[src/rtl/res_pack.sv]
// ------------------------------------------------------------------------
// res_pack : packs NUM result bytes LSB-first into one valid/ready package
// Revision : 1.0
// ------------------------------------------------------------------------
`default_nettype none

module res_pack #(
  parameter int NUM           = 100,
  parameter int DATA_W        = 8,
  parameter int PACKAGE_WIDTH = NUM * DATA_W,
  parameter int LEN_W         = $clog2(NUM + 1)
) (
  input  logic                     clk,
  input  logic                     reset,
  input  logic                     in_valid,
  input  logic [DATA_W-1:0]        in_data,
  input  logic                     flush,
  output logic                     pkt_valid,
  input  logic                     pkt_ready,
  output logic [PACKAGE_WIDTH-1:0] pkt_data,
  output logic [LEN_W-1:0]         pkt_len,
  output logic [15:0]              pkt_sum,
  output logic [15:0]              pkt_count,
  output logic [15:0]              drop_count,
  output logic                     overflow
);

  localparam int IDX_W = $clog2(NUM);

  typedef enum logic [0:0] {
    COLLECT = 1'b0,
    HOLD    = 1'b1
  } state_t;

  state_t                   state_q,      state_d;
  logic [IDX_W-1:0]         idx_q,        idx_d;
  logic [PACKAGE_WIDTH-1:0] buf_q,        buf_d;
  logic [15:0]              sum_q,        sum_d;
  logic                     pkt_valid_q,  pkt_valid_d;
  logic [LEN_W-1:0]         pkt_len_q,    pkt_len_d;
  logic [15:0]              pkt_sum_q,    pkt_sum_d;
  logic [15:0]              pkt_count_q,  pkt_count_d;
  logic [15:0]              drop_count_q, drop_count_d;
  logic                     overflow_q,   overflow_d;

  logic [15:0]              in_ext;
  logic [15:0]              sum_next;
  logic                     last_beat;
  logic                     do_flush;

  assign in_ext = 16'(in_data);

  always_comb begin
    state_d      = state_q;
    idx_d        = idx_q;
    buf_d        = buf_q;
    sum_d        = sum_q;
    pkt_valid_d  = pkt_valid_q;
    pkt_len_d    = pkt_len_q;
    pkt_sum_d    = pkt_sum_q;
    pkt_count_d  = pkt_count_q;
    drop_count_d = drop_count_q;
    overflow_d   = overflow_q;
    sum_next     = sum_q + (in_valid ? in_ext : 16'd0);
    last_beat    = in_valid && (idx_q == IDX_W'(NUM - 1));
    do_flush     = flush && ((idx_q != '0) || in_valid);

    case (state_q)
      COLLECT: begin
        if (in_valid) begin
          buf_d[int'(idx_q)*DATA_W +: DATA_W] = in_data;
          sum_d = sum_next;
          idx_d = idx_q + IDX_W'(1);
        end
        if (last_beat || do_flush) begin
          state_d     = HOLD;
          pkt_valid_d = 1'b1;
          pkt_len_d   = LEN_W'(idx_q) + LEN_W'(in_valid);
          pkt_sum_d   = sum_next;
        end
      end
      HOLD: begin
        if (pkt_ready) begin
          // Next package starts from a zeroed buffer; a beat in the
          // handshake cycle becomes its result 0.
          state_d     = COLLECT;
          pkt_valid_d = 1'b0;
          pkt_count_d = pkt_count_q + 16'd1;
          buf_d       = '0;
          idx_d       = '0;
          sum_d       = 16'd0;
          if (in_valid) begin
            buf_d[DATA_W-1:0] = in_data;
            idx_d             = IDX_W'(1);
            sum_d             = in_ext;
          end
        end else if (in_valid) begin
          overflow_d = 1'b1;
          if (drop_count_q != 16'hFFFF) drop_count_d = drop_count_q + 16'd1;
        end
      end
      default: state_d = COLLECT;
    endcase
  end

  always_ff @(posedge clk) begin
    if (reset) begin
      state_q      <= COLLECT;
      idx_q        <= '0;
      buf_q        <= '0;
      sum_q        <= 16'd0;
      pkt_valid_q  <= 1'b0;
      pkt_len_q    <= '0;
      pkt_sum_q    <= 16'd0;
      pkt_count_q  <= 16'd0;
      drop_count_q <= 16'd0;
      overflow_q   <= 1'b0;
    end else begin
      state_q      <= state_d;
      idx_q        <= idx_d;
      buf_q        <= buf_d;
      sum_q        <= sum_d;
      pkt_valid_q  <= pkt_valid_d;
      pkt_len_q    <= pkt_len_d;
      pkt_sum_q    <= pkt_sum_d;
      pkt_count_q  <= pkt_count_d;
      drop_count_q <= drop_count_d;
      overflow_q   <= overflow_d;
    end
  end

  assign pkt_valid  = pkt_valid_q;
  assign pkt_data   = buf_q;
  assign pkt_len    = pkt_len_q;
  assign pkt_sum    = pkt_sum_q;
  assign pkt_count  = pkt_count_q;
  assign drop_count = drop_count_q;
  assign overflow   = overflow_q;

endmodule

`default_nettype wire

[config.mk]
export PLATFORM = sky130hd
export DESIGN_NAME = res_pack
export DESIGN_NICKNAME = d
export VERILOG_FILES = /design/src/rtl/res_pack.sv
export SDC_FILE = /design/constraint.sdc
export NUM_CORES = 2
export LEC_CHECK = 0
export CELL_PAD_IN_SITES_DETAIL_PLACEMENT = 1
export CELL_PAD_IN_SITES_GLOBAL_PLACEMENT = 1
export CORE_AREA = 4 4 338 340
export DETAILED_ROUTE_END_ITERATION = 16
export DIE_AREA = 0 0 342 344
export HOLD_SLACK_MARGIN = 0.08
export MAX_ROUTING_LAYER = met4
export PLACE_DENSITY_LB_ADDON = 0.1
export RECOVER_POWER = 50
export SETUP_SLACK_MARGIN = 0.15
export SLEW_MARGIN = 5
export SYNTH_ARGS = -nofsm -noshare
export SYNTH_HDL_FRONTEND = slang
export SYNTH_SLANG_ARGS = --single-unit
[constraint.sdc]
create_clock -name clk -period 3.63 [get_ports clk]
set_input_delay 0.726 -clock clk [delete_from_list [all_inputs] [get_ports clk]]
set_output_delay 0.726 -clock clk [all_outputs]
set_load 0.005 [all_outputs]
==> impl_metrics.py <==
metrics = {
    "layout": {
        "final_common_cell": "dfxtp_1",
        "mostFrequentLayoutCells": "dfxtp_1 (881), dlygate4sd3_1 (823), a22o_1 (338), nand2_1 (325), nand3_1 (269)",
        "syn2layout_area_growth_pct": 45.1,
        "final_nets": 4192,
        "utilization": 0.420,
        "final_layout_size_suffix_gt1_frac": 0.109,
    },
    "drt": {
        "drt_iter0_drc": 1760,
        "post_drt_wl_per_cell_um": 27.6,
        "first_pass_iters": 5,
        "viasPerCell": 5.17,
        "drt_wl_total_mm": 158,
        "drc": 0,
        "via_count": 29700,
        "drtAntennaViolNets": 0,
    },
    "yosys": {
        "yosys_register_bits": 881,
        "async_flop_share": 0,
        "synth.largest_area_cell": "dfxtp_1",
        "yosys_most_used_dff": "dfxtp_1",
        "yosysSeqAreaShare": 0.546,
        "synth_area_sq_um": 32300,
        "ys_top_cells_by_area": "dfxtp_1 (55%), a22o_1 (9.2%), nand3_1 (4.2%), nand2_1 (3.8%), o21ai_0 (3.0%)",
        "synth_cell_types": 76,
        "synth-edff-count": 0,
        "syn_nets": 3297,
        "synth_cells": 3268,
        "synth_top_area_frac": 0.546,
        "yosysWarnings": 0,
        "synth_area_per_cell_sq_um": 9.88,
    },
    "clock_network": {
        "cts_max_path_buffers": 3,
        "clk_pin_slew_ns": 0.06,
        "clock-sinks": 881,
        "cts-root-buf": "clkbuf_16",
        "insertion_delay_ns": 0.70,
        "cts-htree-levels": 3,
        "cts_hold_buf": 0,
        "cts-buffers-inserted": 102,
        "cts_tree": "built",
    },
    "sta": {
        "tightest_slew_ns": 1.82,
        "min_period_over_period": 0.910,
        "setup-tns-final_ns": 0,
        "fmax_mhz": 303,
        "worst_slack_ns": 0.326,
        "fin_crit_ns": 3.30,
        "hold_violations": 0,
        "setup_viol_count_final": 0,
        "finalClockSkew_ns": 0.0444,
        "slew_headroom": -0.216,
        "drv_slew": 84,
        "holdWs_ns": 0.445,
        "rsz0062_at_grt": "true",
    },
    "run": {
        "max_cap_violations": 1,
    },
    "power": {
        "power.density_nw_per_um2": 468,
        "fin_total_pwr_w": 0.0219,
        "peakVddDrop_mv": 0.369,
        "p_leak_nw": 19.1,
    },
    "outcome": {
        "status": "complete, but fails checks",
        "violations": "capacitance limit, slew limit",
    },
    "grt": {
        "grt_pass1_vias": 29500,
        "grt_max_degree": 94,
        "grtUsageTotal": 0.264,
        "antenna_found_initial": 12,
        "grt_overflow": 0,
        "grt_pass1_wl_mm": 222,
    },
    "min_path": {
        "hp-class": "reg -> reg",
    },
    "critical_path": {
        "path_class": "reg -> reg",
        "arrival_ns": 3.84,
        "worstPathRequired_ns": 4.17,
        "cp_max_fo": 19,
        "endpoint_kind": "register",
        "crit_path_start_kind": "register",
    },
    "placement": {
        "place_ws_ns": 0.0470,
        "routabilityCongestion": 0.826,
        "place_hpwl_mm": 116,
        "io_buffers": 869,
    },
    "floorplanning": {
        "start_util": 0.289,
        "core-area_sq_um": 112000,
        "fp-row-count": 123,
        "die-area_sq_um": 118000,
        "die_w_um": 342,
        "die_h_um": 344,
        "io_pins": 870,
    },
}
-- worst max-delay path: stages, from the launching register on --
cell and delay, ns:
dfxtp_1 0.32, inv_1 0.09, ha_1 0.23, buf_4 0.17, nor3b_4 0.17, xnor2_2 0.44, nand4b_1 0.20, buf_4 0.30
or4_1 0.85, nand3_1 0.22, o21ai_0 0.11
-- kinds of logic after synthesis --
logic type,after synthesis,share of synthesized area
buffers and inverters,271,0.0346
adder cells (fa/ha/maj),16,0.00643
multiplexers,92,0.0286
XOR/XNOR,48,0.0133
flip-flops,881,0.546
AND/OR/NAND/NOR,1112,0.179
AO/OA/AOI/OAI,848,0.192
-- stage by stage --
stage | instance area (sq um) | cells
detailed placement | 43300 | 5557
finish | 46800 | 5751
floorplan | 32300 | 3268
global placement | 43300 | 5557
global route | 46800 | 5747
CTS | 46800 | 5743
-- state kept, by name, indices dropped and copies added (netlist names) --
name	cells
state_q	1
sum_q	16
pkt_data	800
idx_q	7
pkt_len	7
overflow	1
pkt_count	16
drop_count	16
pkt_sum	16
pkt_valid	1
-- synth_stat cells, types with 13 or more instances --
library cell	number
dfxtp_1	881
a22o_1	338
nand2_1	327
nand3_1	269
o21ai_0	194
clkbuf_1	176
nor2_1	138
mux2i_1	89
a21oi_1	81
nand3b_1	58
nor3_1	55
buf_2	38
o31ai_1	38
and2_1	36
nand4_1	35
o21ai_1	34
a32o_1	33
nand2b_1	31
nor2_2	29
buf_1	25
o2bb2ai_1	24
o41ai_1	24
xnor2_1	24
xor2_1	23
inv_1	21
or3_1	21
a211oi_1	16
nor3_2	16
ha_1	15
nor2b_1	14
nor4_2	14
or4_1	13
-- layer usage --
metal,up-vias,track usage,wire length [um]
met1,14800,0.323,66600
met5,-,-,0
met2,934,0.422,73700
met4,0,0.107,7030
met3,240,0.0623,11200
li1,13700,-,-
-- cell type report --
| type | count | area, sq um |
|---|---|---|
| repair buffers | 1041 | 10100 |
| clock buffers | 145 | 2970 |
| fillers | 12300 | 64700 |
| well taps | 1500 | 1880 |
| flip-flops and latches | 881 | 17600 |
| inverters | 21 | 78.8 |
| diodes | 6 | 15.0 |
| clock inverters | 41 | 515 |
| multi-input cells | 2116 | 13700 |
-- what timing repair did --
item / in CTS / in global routing
setup endpoints to repair: 0 / 43
gates resized for setup: 0 / 4
setup buffers: 0 / 2
-- report_power, final --
part / switching, W / total, W / internal (W) / leakage [nW]
clock network: 0.00438 / 0.0107 / 0.00629 / 1.73
logic: 0.00114 / 0.00151 / 0.000367 / 10.2
registers: 0.0000406 / 0.00976 / 0.00972 / 7.10
total: 0.00556 / 0.0219 / 0.0164 / 19.1
-- path summary, 6_finish.rpt --
check | end | cells past startpoint | slack (ns) | from
min | pkt_data[441]$_SDFFE_PP0P_ | 2 | 0.45 | pkt_data[441]$_SDFFE_PP0P_
min reg2reg | pkt_data[441]$_SDFFE_PP0P_ | 2 | 0.45 | pkt_data[441]$_SDFFE_PP0P_
max | pkt_data[638]$_SDFFE_PP0P_ | 10 | 0.33 | idx_q[0]$_SDFFE_PP0P_
max reg2reg | pkt_data[638]$_SDFFE_PP0P_ | 10 | 0.33 | idx_q[0]$_SDFFE_PP0P_
No activity file was read; power rests on OpenSTA's default activity.
